<file path="src/rtl/c1_pool_window_builder_pkg.sv">
// c1_pkg: shared constants for the C1 pooling path.
// Both the window builder (packer) and the max-pooling unit (unpacker)
// import this package so the byte-lane order of the 32-bit pool word
// is defined in exactly one place.
package c1_pkg;

    localparam int C1_W     = 28;           // feature-map width
    localparam int C1_H     = 28;           // feature-map height
    localparam int C1_CH    = 6;            // channels per pixel
    localparam int C1_DW    = 8;            // bits per channel
    localparam int C1_PIX_W = C1_CH * C1_DW;

    // LSB positions of each window element inside the 32-bit pool word
    localparam int LANE_TL = 24;
    localparam int LANE_TR = 16;
    localparam int LANE_BL = 8;
    localparam int LANE_BR = 0;

    function automatic logic [31:0] pack_win(
        input logic [C1_DW-1:0] tl,
        input logic [C1_DW-1:0] tr,
        input logic [C1_DW-1:0] bl,
        input logic [C1_DW-1:0] br
    );
        logic [31:0] w;
        w = '0;
        w[LANE_TL +: C1_DW] = tl;
        w[LANE_TR +: C1_DW] = tr;
        w[LANE_BL +: C1_DW] = bl;
        w[LANE_BR +: C1_DW] = br;
        return w;
    endfunction

endpackage

</file>
<file path="src/rtl/c1_line_buffer.sv">
// c1_line_buffer: one row of C1 pixels (all channels per entry).
// Ports:
//   clk        - clock
//   i_we       - write enable
//   i_waddr    - write column
//   i_wdata    - pixel to store (C1_PIX_W bits)
//   i_raddr_a  - read column A, o_rdata_a combinational data
//   i_raddr_b  - read column B, o_rdata_b combinational data
// Storage has no reset; every entry is rewritten by an even row before use.
module c1_line_buffer
    import c1_pkg::*;
#(
    parameter int IMG_W = C1_W,
    parameter int AW    = $clog2(IMG_W)
) (
    input  logic                clk,
    input  logic                i_we,
    input  logic [AW-1:0]       i_waddr,
    input  logic [C1_PIX_W-1:0] i_wdata,
    input  logic [AW-1:0]       i_raddr_a,
    output logic [C1_PIX_W-1:0] o_rdata_a,
    input  logic [AW-1:0]       i_raddr_b,
    output logic [C1_PIX_W-1:0] o_rdata_b
);

    logic [C1_PIX_W-1:0] r_mem [IMG_W];

    always_ff @(posedge clk) begin
        if (i_we) begin
            r_mem[i_waddr] <= i_wdata;
        end
    end

    assign o_rdata_a = r_mem[i_raddr_a];
    assign o_rdata_b = r_mem[i_raddr_b];

endmodule

</file>
<file path="src/rtl/c1_pool_window_builder.sv">
// c1_pool_window_builder: turns the raster C1 pixel stream into 2x2
// pooling windows, one per odd-row/odd-column pixel.
// Ports:
//   clk, reset_n (async active-low)
//   clear               - synchronous frame restart, beats conv_valid
//   conv_valid          - pixel present this cycle
//   conv_ch0..5  [7:0]  - pixel channels
//   pool_valid          - one-cycle window pulse (registered)
//   pool_ch0..5  [31:0] - {TL, TR, BL, BR} per channel
//   frame_done          - pulses with the last window of a frame
module c1_pool_window_builder
    import c1_pkg::*;
#(
    parameter int IMG_W = C1_W,
    parameter int IMG_H = C1_H
) (
    input  logic        clk,
    input  logic        reset_n,
    input  logic        clear,
    input  logic        conv_valid,
    input  logic [7:0]  conv_ch0,
    input  logic [7:0]  conv_ch1,
    input  logic [7:0]  conv_ch2,
    input  logic [7:0]  conv_ch3,
    input  logic [7:0]  conv_ch4,
    input  logic [7:0]  conv_ch5,
    output logic        pool_valid,
    output logic [31:0] pool_ch0,
    output logic [31:0] pool_ch1,
    output logic [31:0] pool_ch2,
    output logic [31:0] pool_ch3,
    output logic [31:0] pool_ch4,
    output logic [31:0] pool_ch5,
    output logic        frame_done
);

    localparam int CW = $clog2(IMG_W);
    localparam int RW = $clog2(IMG_H);
    localparam logic [CW-1:0] COL_LAST = CW'(IMG_W - 1);
    localparam logic [RW-1:0] ROW_LAST = RW'(IMG_H - 1);

    logic [CW-1:0]           r_col;
    logic [RW-1:0]           r_row;
    logic [C1_PIX_W-1:0]     r_bl_q;
    logic                    r_pool_valid;
    logic                    r_frame_done;
    logic [C1_CH-1:0][31:0]  r_win;

    logic [C1_PIX_W-1:0]     w_pix;
    logic [C1_PIX_W-1:0]     w_top_left;
    logic [C1_PIX_W-1:0]     w_top_right;
    logic [CW-1:0]           w_col_even;
    logic                    w_col_last;
    logic                    w_row_last;
    logic                    w_lb_we;

    assign w_pix      = {conv_ch5, conv_ch4, conv_ch3, conv_ch2, conv_ch1, conv_ch0};
    assign w_col_last = (r_col == COL_LAST);
    assign w_row_last = (r_row == ROW_LAST);
    assign w_lb_we    = conv_valid && !clear && !r_row[0];

    // On odd columns, col-1 is just col with the LSB cleared; this form
    // also stays in range at col 0 where the read result is unused.
    always_comb begin
        w_col_even    = r_col;
        w_col_even[0] = 1'b0;
    end

    c1_line_buffer #(
        .IMG_W (IMG_W),
        .AW    (CW)
    ) u_line_buffer (
        .clk       (clk),
        .i_we      (w_lb_we),
        .i_waddr   (r_col),
        .i_wdata   (w_pix),
        .i_raddr_a (w_col_even),
        .o_rdata_a (w_top_left),
        .i_raddr_b (r_col),
        .o_rdata_b (w_top_right)
    );

    always_ff @(posedge clk or negedge reset_n) begin
        if (!reset_n) begin
            r_col        <= '0;
            r_row        <= '0;
            r_bl_q       <= '0;
            r_pool_valid <= 1'b0;
            r_frame_done <= 1'b0;
            r_win        <= '0;
        end else if (clear) begin
            r_col        <= '0;
            r_row        <= '0;
            r_pool_valid <= 1'b0;
            r_frame_done <= 1'b0;
        end else begin
            r_pool_valid <= 1'b0;
            r_frame_done <= 1'b0;
            if (conv_valid) begin
                if (r_row[0]) begin
                    if (!r_col[0]) begin
                        r_bl_q <= w_pix;
                    end else begin
                        r_pool_valid <= 1'b1;
                        r_frame_done <= w_row_last && w_col_last;
                        for (int unsigned n = 0; n < C1_CH; n++) begin
                            r_win[n] <= pack_win(w_top_left [n*C1_DW +: C1_DW],
                                                 w_top_right[n*C1_DW +: C1_DW],
                                                 r_bl_q     [n*C1_DW +: C1_DW],
                                                 w_pix      [n*C1_DW +: C1_DW]);
                        end
                    end
                end
                if (w_col_last) begin
                    r_col <= '0;
                    r_row <= w_row_last ? '0 : r_row + RW'(1);
                end else begin
                    r_col <= r_col + CW'(1);
                end
            end
        end
    end

    assign pool_valid = r_pool_valid;
    assign frame_done = r_frame_done;
    assign pool_ch0   = r_win[0];
    assign pool_ch1   = r_win[1];
    assign pool_ch2   = r_win[2];
    assign pool_ch3   = r_win[3];
    assign pool_ch4   = r_win[4];
    assign pool_ch5   = r_win[5];

endmodule

</file>
<file path="config.mk">
export PLATFORM = sky130hd
export DESIGN_NAME = c1_pool_window_builder
export DESIGN_NICKNAME = d
export VERILOG_FILES = /design/src/rtl/c1_pool_window_builder_pkg.sv /design/src/rtl/c1_line_buffer.sv /design/src/rtl/c1_pool_window_builder.sv
export SDC_FILE = /design/constraint.sdc
export NUM_CORES = 2
export LEC_CHECK = 0
export ABC_AREA = 0
export ABC_CLOCK_PERIOD_IN_PS = 9800
export CAP_MARGIN = 20
export CORE_MARGIN = 2
export CORE_UTILIZATION = 55
export CTS_CLUSTER_SIZE = 24
export DETAILED_ROUTE_END_ITERATION = 10
export HOLD_SLACK_MARGIN = 0.15
export PLACE_DENSITY = 0.73
export SYNTH_ARGS = -nofsm -noshare
export SYNTH_HDL_FRONTEND = slang
export SYNTH_SLANG_ARGS = --single-unit
</file>
<file path="constraint.sdc">
create_clock -name clk -period 9.8 [get_ports clk]
set_input_delay 1.47 -clock clk [delete_from_list [all_inputs] [get_ports clk]]
set_output_delay 1.47 -clock clk [all_outputs]
set_load 0.02 [all_outputs]
</file>
==> Flow_metrics.wiki <==
{| class="wikitable"
! Metric !! Value
|-
| Number of nets in the layout || 3906
|-
| Clock period minus worst slack || 4760 ps
|-
| Ys async rst share || 15.8%
|-
| All-Layer GR Usage || 28.7%
|-
| Crit path setup slack, layout || 5040 ps
|-
| Wire length of the first global-routing pass || 240000 um
|-
| Worst-skew pair later-pin latency || 770 ps
|-
| Power Dens Cells || 197 nW/um2
|-
| Count of input and output buffers || 245
|-
| TritonCTS clock tree || yes
|-
| Maximum number of pins on one net before global-route repair || 127
|-
| Post-route cell area || 72100 um2
|-
| Net switching component of the power || 2.95 mW
|-
| Placed insts || 5181
|-
| Syn avg cell area || 17.5 um2
|-
| Net Count, Synth || 3612
|-
| Number of instances in the synthesized netlist || 3555
|-
| Final-report setup violation count || 0
|-
| Effective utilization at floorplan || 55.3%
|-
| Part of the cycle the worst path needs || 48.6%
|-
| Vias in the first global route || 34500
|-
| Number of enable flip-flop cells after synthesis || 1344
|-
| Max Buffers Root-to-Sink || 3
|-
| WP data arrival || 5140 ps
|-
| Clk slew on worst S/H paths || 60 ps
|-
| Total of flip-flops plus latches after synthesis || 1596
|-
| Placer congestion estimate || 0.813
|-
| Total CTS buffers || 157
|-
| Library cells used by synthesis || 56
|-
| Sum of overflow across all layers after global routing || 0
|-
| Outcome || finished clean
|-
| H-tree levels || 4
|-
| Combinational fraction of design power || 3.8%
|-
| Switch share || 20.7%
|-
| Final TNS setup || 0 ps
|-
| Final instance count without filler cells || 5485
|-
| Peak Freq || 210 MHz
|-
| Cell internal power dissipation || 11.3 mW
|-
| Average via count per standard cell || 6.35
|-
| Cell types with the largest area share after synthesis || sky130_fd_sc_hd__edfxtp_1, sky130_fd_sc_hd__dfrtp_1, sky130_fd_sc_hd__mux2i_1, sky130_fd_sc_hd__mux4_2, sky130_fd_sc_hd__nand2_1
|-
| Share of total power in the clock network || 44.2%
|-
| Number of iterations in the first detailed-routing pass || 5
|-
| Worst slew slack as a fraction of its limit || 24.7%
|-
| Violation count after the first detailed-routing iteration || 4573
|-
| Top cell types by occurrence after synthesis || sky130_fd_sc_hd__edfxtp_1, sky130_fd_sc_hd__mux2i_1, sky130_fd_sc_hd__nand2_1
|-
| Antenna violations before repair || 7
|-
| Category of the worst setup path capture point || flop
|-
| Cell area after technology mapping || 62200 um2
|-
| Worst hold path class || flop to flop
|-
| Fraction of post-synthesis cell area in the top cell type by area || 64.9%
|-
| Placed Instance Area || 66400 um2
|-
| Core Rows || 123
|-
| DIE WIDTH || 340 um
|-
| Most numerous cell in the Yosys netlist || sky130_fd_sc_hd__edfxtp_1
|-
| Static Leakage || 24.2 nW
|-
| Share of the yosys chip area belonging to registers || 75.0%
|-
| Data required, critical path || 10180 ps
|-
| Remaining number of nets flagged by the antenna check after routing || 0
|-
| DP Wirelength || 95200 um
|-
| Peak fanout along the critical path || 25
|-
| Count of boundary I/O pins || 246
|-
| Total clock sinks || 1596
|-
| Hold Violations, Final || 0
|-
| Setup Crit Path Kind || primary input to flop
|-
| Library cell with the largest summed area after synthesis || sky130_fd_sc_hd__edfxtp_1
|-
| Total vias in the final route || 34800
|-
| Maximum vdd drop || 139 uV
|-
| Post-CTS setup buffers || 0
|-
| Hold buffer count at CTS || 0
|-
| Final Hold Slack || 458 ps
|-
| Final-layout fill cell count || 7575
|-
| Cell at the root of the clock tree || sky130_fd_sc_hd__clkbuf_16
|-
| Routed wire length || 167000 um
|-
| Unrepaired setup endpoints after global routing || false
|-
| Reg area || 46700 um2
|-
| Average routed wire per standard cell || 30.4 um
|-
| Post-Place Setup Slack || 4330 ps
|-
| Multi-input combinational cell area || 14600 um2
|-
| Final worst clock skew || 37.4 ps
|-
| Post_cts resized || 0
|-
| Reg power frac || 52.0%
|-
| Transition time at the pin with the least slew margin || 1130 ps
|-
| Overall power || 14.2 mW
|-
| Main synth FF type || sky130_fd_sc_hd__edfxtp_1
|-
| Count of maximum capacitance violations || 0
|-
| Area overhead of the layout relative to synthesis || 15.9%
|-
| Critical path launch point type || primary input
|-
| Number of max-slew violations in the final report || 0
|-
| Total core area || 112000 um2
|-
| Floorplan die height || 340 um
|-
| Area of the die || 116000 um2
|-
| Final cell utilization of the core || 64.2%
|-
| Drc violations || 0
|-
| Warnings, synthesis || 0
|-
| Fraction of final layout cells sized beyond drive strength 1 || 16.5%
|}
logic make-up after synthesis:
group	Yosys count	share of synthesized area, %
AOI/OAI and AO/OA	402	4.38
adders and majority gates	5	0.101
buffers and inverters	224	1.93
DFF	1596	75.0
muxes	680	14.2
and+or+nand+nor	648	4.30
metal layers:
metal / part of all wire (%) / vias up / GRT usage, %
met4: 2.8 / 4 / 8.68
met1: 40 / 18000 / 41.1
met3: 11 / 295 / 7.36
met5: 0.016 / - / 0
met2: 46 / 2021 / 44.0
li1: - / 14500 / -
layout by cell type (no fill, tap or decap), types with 17 or more instances in the layout:
| master | count |
|---|---|
| sky130_fd_sc_hd__clkdlybuf4s50_1 | 235 |
| sky130_fd_sc_hd__clkbuf_16 | 168 |
| sky130_fd_sc_hd__mux2_2 | 98 |
| sky130_fd_sc_hd__clkinv_2 | 25 |
| sky130_fd_sc_hd__buf_4 | 89 |
| sky130_fd_sc_hd__clkinv_1 | 22 |
| sky130_fd_sc_hd__o211ai_1 | 28 |
| sky130_fd_sc_hd__nand2_1 | 399 |
| sky130_fd_sc_hd__clkbuf_1 | 32 |
| sky130_fd_sc_hd__a22oi_1 | 47 |
| sky130_fd_sc_hd__o21ai_0 | 57 |
| sky130_fd_sc_hd__edfxtp_1 | 1344 |
| sky130_fd_sc_hd__bufinv_16 | 20 |
| sky130_fd_sc_hd__dfrtp_1 | 247 |
| sky130_fd_sc_hd__a2111oi_0 | 18 |
| sky130_fd_sc_hd__a31oi_1 | 45 |
| sky130_fd_sc_hd__nor2_1 | 114 |
| sky130_fd_sc_hd__nor2_4 | 29 |
| sky130_fd_sc_hd__nand3_1 | 35 |
| sky130_fd_sc_hd__a211oi_1 | 17 |
| sky130_fd_sc_hd__o22ai_1 | 100 |
| sky130_fd_sc_hd__o221ai_1 | 19 |
| sky130_fd_sc_hd__a21oi_1 | 28 |
| sky130_fd_sc_hd__mux2i_1 | 428 |
| sky130_fd_sc_hd__mux4_2 | 154 |
worst paths after layout:
check / from / end / slack, ps / depth (start not counted)
min in group asynchronous: reset_n / pool_ch4[11]$_DFFE_PN0P_ / 710 / 1
worst max-delay path: conv_valid / u_line_buffer.r_mem[6][21]$_DFFE_PP_ / 5040 / 6
max in group asynchronous: reset_n / r_col[0]$_DFFE_PN0P_ / 7460 / 2
worst max register to register: r_col[1]$_DFFE_PN0P_ / u_line_buffer.r_mem[11][32]$_DFFE_PP_ / 5180 / 5
worst min-delay path: r_bl_q[24]$_DFFE_PN0P_ / pool_ch3[8]$_DFFE_PN0P_ / 460 / 2
worst min register to register: r_bl_q[24]$_DFFE_PN0P_ / pool_ch3[8]$_DFFE_PN0P_ / 460 / 2
critical path, cell delays in order:
cell and delay [ps]:
sky130_fd_sc_hd__clkdlybuf4s50_1 730, sky130_fd_sc_hd__inv_1 160, sky130_fd_sc_hd__nor3_1 560, sky130_fd_sc_hd__nand2_1 590, sky130_fd_sc_hd__nor2_4 1000, sky130_fd_sc_hd__buf_4 560
state kept, by name (all words and copies together) (netlist names), 5 cells and up:
register	flops
pool_ch0	32
pool_ch1	32
pool_ch2	32
pool_ch3	32
pool_ch4	32
pool_ch5	32
r_bl_q	48
r_col	5
r_row	5
u_line_buffer.r_mem	1344
cell type report:
cell class              count  area share, %
inverters                   6         0.0417
repair buffers            353           4.85
clock inverters            86           1.47
clock buffers             208           6.07
well taps                1500           2.60
flip-flops and latches   1596           64.8
diodes                      1        0.00347
multi-input cells        1735           20.2
power by group through the flow:
stage | sequential, mW | clock (mW) | combinational, mW
2_1_floorplan | 7.53 | 0 | 0.306
3_3_place_gp | 7.54 | 0 | 0.521
3_5_place_dp | 7.54 | 0 | 0.532
4_1_cts | 7.40 | 6.33 | 0.535
5_1_grt | 7.40 | 6.60 | 0.578
6_report | 7.40 | 6.28 | 0.545
(Power assumes the default switching activity.)
